## src/rtl/riscv_pkg.sv

```systemverilog
// Shared RV32 encoding constants: format codes, the opcodes the encoder is
// normally fed with, instruction field positions, and immediate range helpers.
package riscv_pkg;

    localparam int FMT_CODE_W = 3;

    localparam logic [FMT_CODE_W-1:0] FMT_R  = 3'd0;
    localparam logic [FMT_CODE_W-1:0] FMT_I  = 3'd1;
    localparam logic [FMT_CODE_W-1:0] FMT_S  = 3'd2;
    localparam logic [FMT_CODE_W-1:0] FMT_SB = 3'd3;
    localparam logic [FMT_CODE_W-1:0] FMT_U  = 3'd4;
    localparam logic [FMT_CODE_W-1:0] FMT_UJ = 3'd5;

    localparam logic [6:0] OP_IMM    = 7'h13;
    localparam logic [6:0] OP_STORE  = 7'h23;
    localparam logic [6:0] OP_BRANCH = 7'h63;
    localparam logic [6:0] OP_LUI    = 7'h37;
    localparam logic [6:0] OP_JAL    = 7'h6F;

    // Low bit of each fixed-position field; the decoder uses the same numbers.
    localparam int OPCODE_LSB = 0;
    localparam int RD_LSB     = 7;
    localparam int FUNCT3_LSB = 12;
    localparam int RS1_LSB    = 15;
    localparam int RS2_LSB    = 20;
    localparam int FUNCT7_LSB = 25;

    // True when v[31:lsb] are all ones or all zeros (value sign-extends from bit lsb).
    function automatic logic all_equal_from(input logic [31:0] v, input int lsb);
        logic [31:0] mask;
        mask = 32'hFFFF_FFFF << lsb;
        return ((v & mask) == mask) || ((v & mask) == 32'h0);
    endfunction

    // True when v[31:lsb] are all zeros (value zero-extends from bit lsb).
    function automatic logic high_zero_from(input logic [31:0] v, input int lsb);
        logic [31:0] mask;
        mask = 32'hFFFF_FFFF << lsb;
        return (v & mask) == 32'h0;
    endfunction

endpackage

```

## src/rtl/inst_encoder_if.sv

```systemverilog
// Field-in / word-out bundle of the instruction encoder.
// Handshake: on each side a word moves on a rising clock edge where valid and
// ready are both high; a producer holds valid and its payload stable until that
// edge, and ready never depends combinationally on valid.
interface inst_encoder_if;
    import riscv_pkg::*;

    logic                  in_valid;
    logic                  in_ready;
    logic [FMT_CODE_W-1:0] in_fmt;
    logic [6:0]            in_opcode;
    logic [4:0]            in_rd;
    logic [4:0]            in_rs1;
    logic [4:0]            in_rs2;
    logic [2:0]            in_funct3;
    logic [6:0]            in_funct7;
    logic [31:0]           in_imm;
    logic                  in_sign_ext;
    logic                  out_valid;
    logic                  out_ready;
    logic [31:0]           out_inst;
    logic                  out_err;

    modport master (
        output in_valid, in_fmt, in_opcode, in_rd, in_rs1, in_rs2, in_funct3,
               in_funct7, in_imm, in_sign_ext, out_ready,
        input  in_ready, out_valid, out_inst, out_err
    );

    modport slave (
        input  in_valid, in_fmt, in_opcode, in_rd, in_rs1, in_rs2, in_funct3,
               in_funct7, in_imm, in_sign_ext, out_ready,
        output in_ready, out_valid, out_inst, out_err
    );

endinterface

```

## src/rtl/inst_imm_range_check.sv

```systemverilog
// Combinational check that an immediate survives encode-then-decode for its
// format. Formats without an immediate (and invalid codes) always report ok.
module inst_imm_range_check
    import riscv_pkg::*;
(
    input  logic [FMT_CODE_W-1:0] fmt,
    input  logic [31:0]           imm,
    input  logic                  sign_ext,
    output logic                  ok
);

    // Per-format round-trip rule on the upper bits and the implied-zero LSB.
    always_comb begin
        ok = 1'b1;
        case (fmt)
            FMT_I, FMT_S: ok = sign_ext ? all_equal_from(imm, 11) : high_zero_from(imm, 12);
            FMT_SB:       ok = !imm[0] && (sign_ext ? all_equal_from(imm, 12) : high_zero_from(imm, 13));
            FMT_UJ:       ok = !imm[0] && all_equal_from(imm, 20);
            FMT_U:        ok = (imm[11:0] == 12'h000);
            default:      ok = 1'b1;
        endcase
    end

endmodule

```

## src/rtl/inst_encoder.sv

```systemverilog
// RV32 instruction assembler: decoded fields + immediate in, packed 32-bit word
// out through a two-stage pipeline (S1 holds fields, S2 holds the word).
// Build option: define IMM_RANGE_CHECK_EN to flag immediates that would not
// decode back to the same value; otherwise excess immediate bits are dropped.
module inst_encoder
    import riscv_pkg::*;
#(
    parameter bit ERR_ZERO_INST = 1'b1,
    parameter int FMT_W         = 3
) (
    input  logic          clk,
    input  logic          rst_n,
    inst_encoder_if.slave bus
);

    logic             s1_valid;
    logic [FMT_W-1:0] s1_fmt;
    logic [6:0]       s1_opcode;
    logic [4:0]       s1_rd;
    logic [4:0]       s1_rs1;
    logic [4:0]       s1_rs2;
    logic [2:0]       s1_funct3;
    logic [6:0]       s1_funct7;
    logic [31:0]      s1_imm;
    logic             s1_err;

    logic             s2_valid;
    logic [31:0]      s2_inst;
    logic             s2_err;

    logic             s2_adv;
    logic             in_ready;
    logic             range_ok;
    logic             fmt_bad;
    logic [31:0]      word;

    assign s2_adv   = !s2_valid || bus.out_ready;
    assign in_ready = !s1_valid || s2_adv;
    assign fmt_bad  = (bus.in_fmt > FMT_UJ);

`ifdef IMM_RANGE_CHECK_EN
    inst_imm_range_check u_range (
        .fmt      (bus.in_fmt),
        .imm      (bus.in_imm),
        .sign_ext (bus.in_sign_ext),
        .ok       (range_ok)
    );
`else
    logic unused_sign_ext;
    assign unused_sign_ext = bus.in_sign_ext;
    assign range_ok        = 1'b1;
`endif

    // S1: capture fields and the error verdict on an input transfer.
    always_ff @(posedge clk or negedge rst_n) begin
        if (!rst_n) begin
            s1_valid  <= 1'b0;
            s1_fmt    <= '0;
            s1_opcode <= '0;
            s1_rd     <= '0;
            s1_rs1    <= '0;
            s1_rs2    <= '0;
            s1_funct3 <= '0;
            s1_funct7 <= '0;
            s1_imm    <= '0;
            s1_err    <= 1'b0;
        end else begin
            if (in_ready) begin
                s1_valid <= bus.in_valid;
            end
            if (in_ready && bus.in_valid) begin
                s1_fmt    <= bus.in_fmt;
                s1_opcode <= bus.in_opcode;
                s1_rd     <= bus.in_rd;
                s1_rs1    <= bus.in_rs1;
                s1_rs2    <= bus.in_rs2;
                s1_funct3 <= bus.in_funct3;
                s1_funct7 <= bus.in_funct7;
                s1_imm    <= bus.in_imm;
                s1_err    <= fmt_bad || !range_ok;
            end
        end
    end

    // Packing mux: place fixed fields, then scatter the immediate per format.
    always_comb begin
        word = 32'h0;
        word[OPCODE_LSB +: 7] = s1_opcode;
        case (s1_fmt)
            FMT_R: begin
                word[RD_LSB +: 5]     = s1_rd;
                word[FUNCT3_LSB +: 3] = s1_funct3;
                word[RS1_LSB +: 5]    = s1_rs1;
                word[RS2_LSB +: 5]    = s1_rs2;
                word[FUNCT7_LSB +: 7] = s1_funct7;
            end
            FMT_I: begin
                word[RD_LSB +: 5]     = s1_rd;
                word[FUNCT3_LSB +: 3] = s1_funct3;
                word[RS1_LSB +: 5]    = s1_rs1;
                word[31:20]           = s1_imm[11:0];
            end
            FMT_S: begin
                word[11:7]            = s1_imm[4:0];
                word[FUNCT3_LSB +: 3] = s1_funct3;
                word[RS1_LSB +: 5]    = s1_rs1;
                word[RS2_LSB +: 5]    = s1_rs2;
                word[31:25]           = s1_imm[11:5];
            end
            FMT_SB: begin
                word[7]               = s1_imm[11];
                word[11:8]            = s1_imm[4:1];
                word[FUNCT3_LSB +: 3] = s1_funct3;
                word[RS1_LSB +: 5]    = s1_rs1;
                word[RS2_LSB +: 5]    = s1_rs2;
                word[30:25]           = s1_imm[10:5];
                word[31]              = s1_imm[12];
            end
            FMT_U: begin
                word[RD_LSB +: 5]     = s1_rd;
                word[31:12]           = s1_imm[31:12];
            end
            FMT_UJ: begin
                word[RD_LSB +: 5]     = s1_rd;
                word[19:12]           = s1_imm[19:12];
                word[20]              = s1_imm[11];
                word[30:21]           = s1_imm[10:1];
                word[31]              = s1_imm[20];
            end
            default: word = 32'h0;
        endcase
        if (s1_err && ERR_ZERO_INST) begin
            word = 32'h0;
        end
    end

    // S2: register the assembled word; holds while the consumer stalls.
    always_ff @(posedge clk or negedge rst_n) begin
        if (!rst_n) begin
            s2_valid <= 1'b0;
            s2_inst  <= 32'h0;
            s2_err   <= 1'b0;
        end else if (s2_adv) begin
            s2_valid <= s1_valid;
            if (s1_valid) begin
                s2_inst <= word;
                s2_err  <= s1_err;
            end
        end
    end

    assign bus.in_ready  = in_ready;
    assign bus.out_valid = s2_valid;
    assign bus.out_inst  = s2_inst;
    assign bus.out_err   = s2_err;

endmodule

```

## src/flat_wrapper.sv

```systemverilog
// flat-port wrapper written by rule: the top's interface ports become plain ports
module inst_encoder_flat import riscv_pkg::*;
#(
    parameter bit ERR_ZERO_INST = 1'b1,
    parameter int FMT_W         = 3
)
  (clk, rst_n, bus_in_valid, bus_in_fmt, bus_in_opcode, bus_in_rd, bus_in_rs1, bus_in_rs2, bus_in_funct3, bus_in_funct7, bus_in_imm, bus_in_sign_ext, bus_out_ready, bus_in_ready, bus_out_valid, bus_out_inst, bus_out_err);
  inst_encoder_if bus_i ();
  input  logic clk;
  input  logic rst_n;
  input wire logic [$bits(bus_i.in_valid)-1:0] bus_in_valid;
  input wire logic [$bits(bus_i.in_fmt)-1:0] bus_in_fmt;
  input wire logic [$bits(bus_i.in_opcode)-1:0] bus_in_opcode;
  input wire logic [$bits(bus_i.in_rd)-1:0] bus_in_rd;
  input wire logic [$bits(bus_i.in_rs1)-1:0] bus_in_rs1;
  input wire logic [$bits(bus_i.in_rs2)-1:0] bus_in_rs2;
  input wire logic [$bits(bus_i.in_funct3)-1:0] bus_in_funct3;
  input wire logic [$bits(bus_i.in_funct7)-1:0] bus_in_funct7;
  input wire logic [$bits(bus_i.in_imm)-1:0] bus_in_imm;
  input wire logic [$bits(bus_i.in_sign_ext)-1:0] bus_in_sign_ext;
  input wire logic [$bits(bus_i.out_ready)-1:0] bus_out_ready;
  output wire logic [$bits(bus_i.in_ready)-1:0] bus_in_ready;
  output wire logic [$bits(bus_i.out_valid)-1:0] bus_out_valid;
  output wire logic [$bits(bus_i.out_inst)-1:0] bus_out_inst;
  output wire logic [$bits(bus_i.out_err)-1:0] bus_out_err;
  assign bus_i.in_valid = bus_in_valid;
  assign bus_i.in_fmt = bus_in_fmt;
  assign bus_i.in_opcode = bus_in_opcode;
  assign bus_i.in_rd = bus_in_rd;
  assign bus_i.in_rs1 = bus_in_rs1;
  assign bus_i.in_rs2 = bus_in_rs2;
  assign bus_i.in_funct3 = bus_in_funct3;
  assign bus_i.in_funct7 = bus_in_funct7;
  assign bus_i.in_imm = bus_in_imm;
  assign bus_i.in_sign_ext = bus_in_sign_ext;
  assign bus_i.out_ready = bus_out_ready;
  assign bus_in_ready = bus_i.in_ready;
  assign bus_out_valid = bus_i.out_valid;
  assign bus_out_inst = bus_i.out_inst;
  assign bus_out_err = bus_i.out_err;
  inst_encoder #(.ERR_ZERO_INST(ERR_ZERO_INST), .FMT_W(FMT_W)) u_core (.clk(clk), .rst_n(rst_n), .bus(bus_i));
endmodule
```

## config.mk

```make
export PLATFORM = sky130hd
export DESIGN_NAME = inst_encoder_flat
export DESIGN_NICKNAME = d
export VERILOG_FILES = /design/src/rtl/riscv_pkg.sv /design/src/rtl/inst_encoder_if.sv /design/src/rtl/inst_imm_range_check.sv /design/src/rtl/inst_encoder.sv /design/src/flat_wrapper.sv
export SDC_FILE = /design/constraint.sdc
export NUM_CORES = 1
export LEC_CHECK = 0
export ABC_AREA = 1
export CORE_MARGIN = 5
export CORE_UTILIZATION = 45
export CTS_BUF_LIST = sky130_fd_sc_hd__clkbuf_16
export CTS_CLUSTER_SIZE = 25
export DETAILED_ROUTE_END_ITERATION = 12
export HOLD_SLACK_MARGIN = 0.02
export PLACE_DENSITY = 0.83
export SYNTH_ARGS = -nofsm -noshare
export SYNTH_HDL_FRONTEND = slang
export SYNTH_SLANG_ARGS = --single-unit
```

## constraint.sdc

```tcl
create_clock -name clk -period 1.55 [get_ports clk]
set_input_delay 0.31 -clock clk [delete_from_list [all_inputs] [get_ports clk]]
set_output_delay 0.31 -clock clk [all_outputs]
set_load 0.01 [all_outputs]
```

==> metrics, run 1 <==
Final #Nets=714; WP data arrival=about 1200 ps; Starting Density=45.56%; share of cells above drive strength 1=between 8 and 9%; largest net degree at the start of global routing=39; Slowest-stage cell, CP=clkdlybuf4s50_1; top-level port count=roughly 110; TritonCTS buffer count=9; Async S/R FF share, synth=100.0%; PwrDens=1277 nW/µm²; top_reg_cell synth=dfrtp_1; H-tree depth=3; status=finished clean; final wirelength=10.67 mm; vias in the first global route=3780; Syn Inst Count=525; initial antenna violation count=0; drt initial violations=145; gr usage total=approximately a fifth; cell chain of the critical path=clkdlybuf4s50_1; number of flops mapped to enable cells by yosys=0; Crit Path Class=register to primary output; Die Ht=~110 µm; critical path's top delay family=buffers and inverters; setup violators final=0; Max stage delay on crit path=540 ps; via count=3750; TritonCTS clock tree=yes; Leak=0.003238 µW; Layout area overhead=36.64%; Place WS=-214.8 ps; Logic pwr share=about a quarter; first-pass GRT wire length=17.84 mm; Worst Setup End Kind=primary output; DRC=0; crit start category=register; Switching Fraction=30.40%; Max Slew Vio Count=0; Syn Std Cell Area=4392 µm²; most frequent cell after synthesis=nand2_1; hpwl dp=7.913 mm; CORE AREA=9639 µm²; yosys warns=0; Tot Pwr=7664 µW; I/O Buffers=105; WP data required=1240 ps; Yosys top cell by area=dfrtp_1; Yosys top cell area share=58.69%; min cycle time layout=1520 ps; final cell count without fillers=780; root buffer selected by CTS=clkbuf_16; final hold vios=0; n_diodes=0; ANT nets after route=0; worst hold path class=primary input to asynchronous set/reset pin; measured slew at the worst slew-check pin=475.5 ps; Final period util=98.04%; Clk Latency, worst-skew pair=330 ps; Remaining Overflow, GRT=0; Die Wd=roughly 110 µm; RSZ-0062 raised after global routing=no; Pint=between 5000 and 6000 µW; DR pass1 iterations=4; clock share of power=28.8%; sequential share of power=46.2%; Buf/Inv on CP=1; RD Place Congestion=0.8620; synthesized net count=just under 600; Netlist cell types=21; relative slew slack=68.13%; Avg Vias per Cell=4.808; FMAX=658.1 MHz; clk sinks=103; syn avg cell area=8.365 µm²; Setup Fix Bufs, Post-CTS=0; average wire per standard cell=13.68 µm; max cap viols=0; FP Rows=36; clock slew at reported path FFs=70 ps; FILL cells=852; sequential area share after synthesis=58.69%; Placed Instances=763; final worst slack=between 30 and 40 ps; largest fanout on the critical path=2; most frequent cells after synthesis=nand2_1, dfrtp_1, o21ai_0; Max VDD drop=0.7690 mV; leading post-synthesis cells by cell area=dfrtp_1, nand2_1, o21ai_0; Die Area=approximately 12000 µm²; synthesized flop and latch total=103; P_sw=2330 µW; Max Root-Sink Buffers=2; clk_skew=4.433 ps
cells by family after synthesis:
logic type             share of synthesized area (%)
AO/OA/AOI/OAI                                  5.385
buffers and inverters                          5.698
AND/OR/NAND/NOR                                30.23
flip-flops                                     58.69
power groups by stage:
stage               Sequential, µW  Combinational (µW)  Clock (µW)
floorplan                     3630                 892           0
global route                  3610                2140        2340
detailed placement            3590                2080           0
CTS                           3540                1960        2240
global placement              3580                2030           0
finish                        3540                1910        2210
per-stage QoR:
| stage | hold slack, ps | setup TNS, ps | util, % | cell area, µm² |
|---|---|---|---|---|
| after floorplan | 14.41 | 0 | - | 4392 |
| after global placement | 239.0 | -4244 | 59.20 | 5707 |
| after detailed placement | 239.1 | -6321 | 59.20 | 5707 |
| after CTS | 424.1 | 0 | 61.99 | 5976 |
| after global routing | 436.5 | 0 | 62.25 | 6001 |
| final | 412.1 | 0 | 62.25 | 6001 |
layout make-up:
class,count,area [µm²],share of cell area [%]
clock buffer,9,225.2,3.753
clock inverter,7,65.06,1.084
tap,133,166.4,2.773
sequential,103,2580,42.99
inverter,28,105.1,1.751
timing repair buffer,127,1295,21.58
multi-input combinational,373,1564,26.06
registers in the layout, summed over array words and instances, names as in the netlist:
name,count
u_core.bus.out_inst,32
u_core.s1_imm,32
u_core.s1_funct7,7
u_core.s1_opcode,7
u_core.s1_rd,5
u_core.s1_rs1,5
u_core.s1_rs2,5
u_core.s1_fmt,3
u_core.s1_funct3,3
u_core.bus.out_err,1
u_core.bus.out_valid,1
u_core.s1_err,1
u_core.s1_valid,1
metal layers:
metal	global-route usage, %	vias up	wire (µm)
met3	4.677	16	675
met2	31.33	122	5015
met4	5.500	0	174
met1	25.65	1767	4808
met5	0	-	0
li1	-	1845	-
final timing paths:
kind,start,to,slack (ps),cells past startpoint
worst max-delay path,u_core.bus.out_inst[6],bus_out_inst[6],30,1
worst min-delay path,rst_n,u_core.s1_opcode[1],410,2
worst max register to register,u_core.s1_fmt[0],u_core.bus.out_inst[24],180,7
worst min register to register,u_core.s1_imm[8],u_core.s1_imm[8],480,2
max in group asynchronous,rst_n,u_core.s1_imm[14],580,3
min in group clk,u_core.s1_imm[8],u_core.s1_imm[8],480,2
cells in the final DEF (no fill, tap or decap):
master,n
dlygate4sd2_1,25
a21oi_1,2
buf_4,15
dlymetal6s2s_1,9
o21ai_4,1
buf_12,7
bufinv_16,1
o21ai_0,37
dfrtp_2,2
nand2_1,294
o22ai_1,4
nor3_2,1
clkinv_4,1
nor2_2,1
clkdlybuf4s50_1,70
clkbuf_16,9
clkinvlp_4,1
inv_2,5
nand3_2,1
nand2_4,3
nor2_1,3
dlygate4sd3_1,1
dfrtp_1,101
nand3_1,16
nor2_4,2
inv_1,24
clkinv_2,3
nand4_1,4
nand2_2,4
what timing repair did:
| item | 4_1_cts | 5_1_grt |
|---|---|---|
| gates resized for setup | 25 | 11 |
| hold buffers | 1 | 0 |
| setup endpoints to repair | 25 | 20 |
| hold endpoints to repair | 21 | 0 |
Note: power is estimated with default switching activity, not from simulation.
==> run 2: changes to the inputs <==
SYNTH_HIERARCHICAL = 1   (was default)
==> run 2 against run 1 <==
Worst setup slack gained 33 ps. Non-clock buffer count fell by 2. Flip-flop and latch count did not move. Critical endpoint is now bus_in_ready.
==> metrics, run 2 <==
H-tree depth=3 (unchanged); measured slew at the worst slew-check pin=370.9 ps (-104.6 ps); Slowest-stage cell, CP=clkdlybuf4s50_1; gr usage total=20.05% (+0.84 points); status=finished clean; Die Ht=108.4 µm (-0.33%); Die Area=11760 µm² (-0.65%); clock slew at reported path FFs=70 ps (about the same); relative slew slack=75.27% (+7.1 points); Buf/Inv on CP=3 (+2); min cycle time layout=1486 ps (-33.14 ps); R2R depth=7 (unchanged); WP data arrival=1180 ps (-30 ps); Syn Std Cell Area=4360 µm² (-0.71%); Worst R2R End=u_core/bus.out_inst[26]; hpwl dp=7.903 mm (-0.13%); final hold vios=0 (unchanged); max cap viols=0 (unchanged); R2R Setup Slk=140 ps (-40 ps); Final period util=95.90% (-2.1 points); ANT nets after route=0 (unchanged); clk sinks=103 (unchanged); number of flops mapped to enable cells by yosys=0 (unchanged); Starting Density=45.45% (-0.11 points); synthesized net count=604 (+1.2%); vias in the first global route=3890 (+2.9%); DRC=0 (unchanged); final wirelength=11.40 mm (+6.8%); hold_ws=424.3 ps (+12.19 ps); FILL cells=794 (-6.8%); Die Wd=108.4 µm (-0.33%); TritonCTS buffer count=9 (unchanged); crit start category=primary input; Avg Vias per Cell=4.874 (+1.4%); leading post-synthesis cells by cell area=dfrtp_1, nand2_1, buf_2; top-level port count=107 (unchanged); commonest non-fill, non-tap cell in the layout=nand2_1; Setup Fix Bufs, Post-CTS=0 (unchanged); final worst slack=63.57 ps (+33.14 ps); share of cells above drive strength 1=7.373% (-1.4 points); setup violators final=0 (unchanged); top_reg_cell synth=dfrtp_1; DR pass1 iterations=5 (+1); RR Startpoint=u_core/s1_fmt[0]; PwrDens=1277 nW/µm² (about the same); Max VDD drop=0.5175 mV (-33%); Clk Latency, worst-skew pair=340 ps (about the same); via count=3821 (+1.9%); drt initial violations=215 (+48%); clk_skew=8.289 ps (+3.856 ps); Remaining Overflow, GRT=0 (unchanged); Layout area overhead=36.07%; Async S/R FF share, synth=100.0% (unchanged); cell area after layout=5933 µm² (-1.1%); Max Root-Sink Buffers=2 (unchanged); RD Place Congestion=0.8087 (-6.2%); initial antenna violation count=0 (unchanged); most frequent cell after synthesis=nand2_1; yosys warns=6 (+6); average wire per standard cell=14.54 µm (+6.3%); Syn Inst Count=532 (+1.3%); I/O Buffers=105 (unchanged); WP data required=1240 ps (about the same); critical path's top delay family=buffers and inverters; Place WS=-205.9 ps (+8.892 ps); cell chain of the critical path=clkdlybuf4s50_1 > inv_1 > nand3_2 > dlygate4sd2_1; Leak=0.003267 µW (+0.90%); sequential area share after synthesis=59.11% (+0.42 points); first-pass GRT wire length=18.44 mm (+3.3%); Worst Setup End Kind=primary output; syn avg cell area=8.196 µm² (-2.0%); largest fanout on the critical path=2 (unchanged); synthesized flop and latch total=103 (unchanged); Yosys top cell by area=dfrtp_1; commonest non-fill, non-tap cells in the layout=nand2_1, dfrtp_1, clkdlybuf4s50_1; TritonCTS clock tree=yes; n_diodes=0 (unchanged); CORE AREA=9594 µm² (-0.47%); Crit Path Class=primary input to primary output; most frequent cells after synthesis=nand2_1, dfrtp_1, buf_2, nand3_1, inv_1; root buffer selected by CTS=clkbuf_16; worst hold path class=primary input to asynchronous set/reset pin; FMAX=672.8 MHz (+2.2%); largest net degree at the start of global routing=43 (+10%); Netlist cell types=23 (+9.5%); Final #Nets=718 (+0.56%); Max stage delay on crit path=400 ps (-140 ps); RSZ-0062 raised after global routing=no; placed inst area=5655 µm² (-0.90%); Max Slew Vio Count=0 (unchanged); Yosys top cell area share=59.11% (+0.42 points); FP Rows=36 (unchanged)
## run 2: cell count changes after synthesis, moves of 7 or more
cell | previous run | this run
o21ai_0 | 37 | 8
buf_2 | 8 | 16
inv_1 | 23 | 9
o21ai_1 | 0 | 7
nand2_1 | 294 | 341
## run 2: cells by family after synthesis
kind of cell	after synthesis	share of synthesized area (%)
and+or+nand+nor	373	34.03
DFF	103	59.11
buffers and inverters	34	3.902
AOI/OAI and AO/OA	22	2.955
## run 2: final cells by class
class | count | area [µm²] | share of cell area (%)
sequential | 103 | 2579 | 43.46
multi-input combinational | 395 | 1620 | 27.31
timing repair buffer | 125 | 1250 | 21.07
clock buffer | 9 | 225.2 | 3.796
tap | 133 | 166.4 | 2.805
clock inverter | 7 | 47.55 | 0.8013
inverter | 12 | 45.04 | 0.7592
## run 2: worst max path at each step
stage                       startpoint                       to  slack, ps  cells after the start
6_report                 bus_out_ready             bus_in_ready         60                      4
5_1_grt                  bus_out_ready             bus_in_ready         20                      4
4_1_cts        u_core/bus.out_inst[10]         bus_out_inst[10]        0.4                      1
3_5_place_dp             bus_out_ready             bus_in_ready       -210                      4
3_3_place_gp             bus_out_ready             bus_in_ready       -180                      4
2_1_floorplan     u_core/bus.out_valid  u_core/bus.out_inst[29]        280                      8
## run 2: what timing repair did
item	in CTS	in global routing
resized for setup	27	10
hold buffers	1	0
endpoints found under the setup margin	27	16
pin swaps	0	0
hold endpoints to repair	23	0
## run 2: where the power goes
| group | switching [µW] | internal [µW] | leakage, µW |
|---|---|---|---|
| sequential | 329 | 3210 | 0.00129 |
| clock | 998 | 1090 | 0.000137 |
| combinational | 1070 | 885 | 0.00184 |
| total | 2390 | 5180 | 0.00327 |
## run 2: layer usage
layer	GRT usage [%]	routed length, µm
met1	26.28	4869
met2	33.54	5668
met3	2.985	627
met4	7.935	235
met5	0	0
## run 2: stage by stage
stage / power (µW) / TNS (ps) / utilization [%] / cells
final: 7577 / 0 / 61.84 / 784
after detailed placement: 5680 / -10820 / 58.95 / 767
after CTS: 7637 / 0 / 61.54 / 784
after global routing: 8000 / 0 / 61.84 / 784
after global placement: 5600 / -7542 / 58.95 / 767
after floorplan: 4529 / 0 / - / 532
==> run 3: changes to the inputs <==
SKIP_LAST_GASP = 1   (was default)
==> run 3 against run 2 <==
Flip-flop and latch count stayed put. Final cell count stayed put. Maximum frequency stayed put. Via count is 0.71% higher. Worst setup slack stayed put. Sequential power hardly changed. Critical path depth stayed put. Hold slack hardly changed. Clock skew hardly changed. Core utilization hardly changed. Design area hardly changed. Wire length hardly changed. Critical endpoint unchanged.
==> metrics, run 3 (same netlist as run 2, synthesis figures left out) <==
status=finished clean; clk sinks=103 (unchanged); DRC=0 (unchanged); Final period util=95.90% (unchanged); FF+latch area=2577 µm² (about the same); highest metal used=met4; Clk Latency, worst-skew pair=340 ps (about the same); Max VDD drop=0.5164 mV (-0.21%); max cap viols=0 (unchanged); DR pass1 iterations=5 (unchanged); Remaining Overflow, GRT=0 (unchanged); Max Slew Vio Count=0 (unchanged); met3 wire len=648 µm (+3.3%); RD Place Congestion=0.8087 (unchanged); FMAX=672.8 MHz (unchanged); TritonCTS clock tree=yes; FP Rows=36 (unchanged); Die Wd=108.4 µm (unchanged); PwrDens=1277 nW/µm² (about the same); CORE AREA=9594 µm² (unchanged); Setup Fix Bufs, Post-CTS=0 (unchanged); final cell count without fillers=784 (unchanged); Starting Density=45.45% (unchanged); crit start category=primary input; share of cells above drive strength 1=7.220% (-0.15 points); ANT nets after route=0 (unchanged); Post-Route Setup TNS=0 ps (unchanged); Max Root-Sink Buffers=2 (unchanged); clock slew at reported path FFs=70 ps (about the same); Crit Path Class=primary input to primary output; average wire per standard cell=14.53 µm (about the same); largest net degree at the start of global routing=43 (unchanged); WP data arrival=1180 ps (about the same); Worst Setup End Kind=primary output; drt initial violations=219 (+1.9%); n_diodes=0 (unchanged); commonest non-fill, non-tap cell in the layout=nand2_1; worst hold path class=primary input to asynchronous set/reset pin; Final #Nets=718 (unchanged); WP data required=1240 ps (about the same); top-level port count=107 (unchanged); Avg Vias per Cell=4.908 (+0.71%); via count=3848 (+0.71%); gr usage total=20.05% (unchanged); Leak=0.003268 µW (about the same); final hold vios=0 (unchanged); initial antenna violation count=0 (unchanged); RSZ-0062 raised after global routing=yes; vias in the first global route=3890 (unchanged); Placed Instances=767 (unchanged); TritonCTS buffer count=9 (unchanged); first-pass GRT wire length=18.44 mm (unchanged); clk_skew=8.612 ps (+0.3228 ps); setup violators final=0 (unchanged); commonest non-fill, non-tap cells in the layout=nand2_1, dfrtp_1, clkdlybuf4s50_1; DRT met1 WL=4.841 mm (-0.58%); Die Ht=108.4 µm (unchanged); final wirelength=11.40 mm (about the same); root buffer selected by CTS=clkbuf_16; I/O Buffers=105 (unchanged); relative slew slack=75.27% (about the same); hpwl dp=7.903 mm (unchanged); measured slew at the worst slew-check pin=370.9 ps (-0.007033 ps); min cycle time layout=1486 ps (unchanged); R2R depth=7 (unchanged); met2 wire length=5.671 mm (about the same); largest fanout on the critical path=2 (unchanged); Layout area overhead=36.04% (about the same); multi-input logic area=1620 µm² (unchanged); FILL cells=795 (+0.13%); Die Area=11760 µm² (unchanged); H-tree depth=3 (unchanged)
## run 3: cell counts in the layout (fill, tap and decap cells not counted)
Identical to the previous run, type by type.
## run 3: power breakdown
part	internal (µW)	switching [µW]
Combinational	885	1070
Sequential	3210	331
Clock	1090	995
## run 3: what timing repair did
action / CTS / global route
hold endpoints to repair: 23 / 0
hold buffers: 1 / 0
resized for setup: 27 / 9
endpoints found under the setup margin: 27 / 16
## run 3: layout make-up
class | count | share of cell area (%)
multi-input combinational | 395 | 27.31
sequential | 103 | 43.45
clock inverter | 7 | 0.8015
inverter | 12 | 0.7593
timing repair buffer | 125 | 21.07
tap | 133 | 2.805
clock buffer | 9 | 3.797
## run 3: layer usage
layer  global-route usage, %  vias to the layer above
met5                       0                        -
met4                   7.935                        0
met3                   2.985                       21
met2                   33.54                      138
met1                   26.28                     1825
li1                        -                     1864
## run 3: through the flow
step | worst slack (ps) | utilization (%) | hold slack, ps | area (µm²) | total power [µW]
floorplan | 276.0 | - | 14.41 | 4360 | 4529
global placement | -183.7 | 58.95 | 250.3 | 5655 | 5600
detailed placement | -205.9 | 58.95 | 253.2 | 5655 | 5680
CTS | 0.3689 | 61.54 | 436.3 | 5904 | 7637
global route | -19.03 | 61.83 | 457.4 | 5932 | 7999
finish | 63.57 | 61.83 | 424.6 | 5932 | 7574
## run 3: path summary, 6_finish.rpt
| path | startpoint | end | slack (ps) |
|---|---|---|---|
| max | bus_out_ready | bus_in_ready | 60 |
| min | rst_n | u_core/bus.out_inst[6] | 420 |
| max reg2reg | u_core/s1_fmt[1] | u_core/bus.out_inst[26] | 80 |
| min reg2reg | u_core/bus.out_inst[22] | u_core/bus.out_inst[22] | 470 |
| max in group asynchronous | rst_n | u_core/s1_rd[2] | 580 |
| min in group clk | u_core/bus.out_inst[22] | u_core/bus.out_inst[22] | 470 |
## run 3: critical path, stage by stage
cell and delay [ps]:
clkdlybuf4s50_1 400, inv_1 100, nand3_2 80, dlygate4sd2_1 290
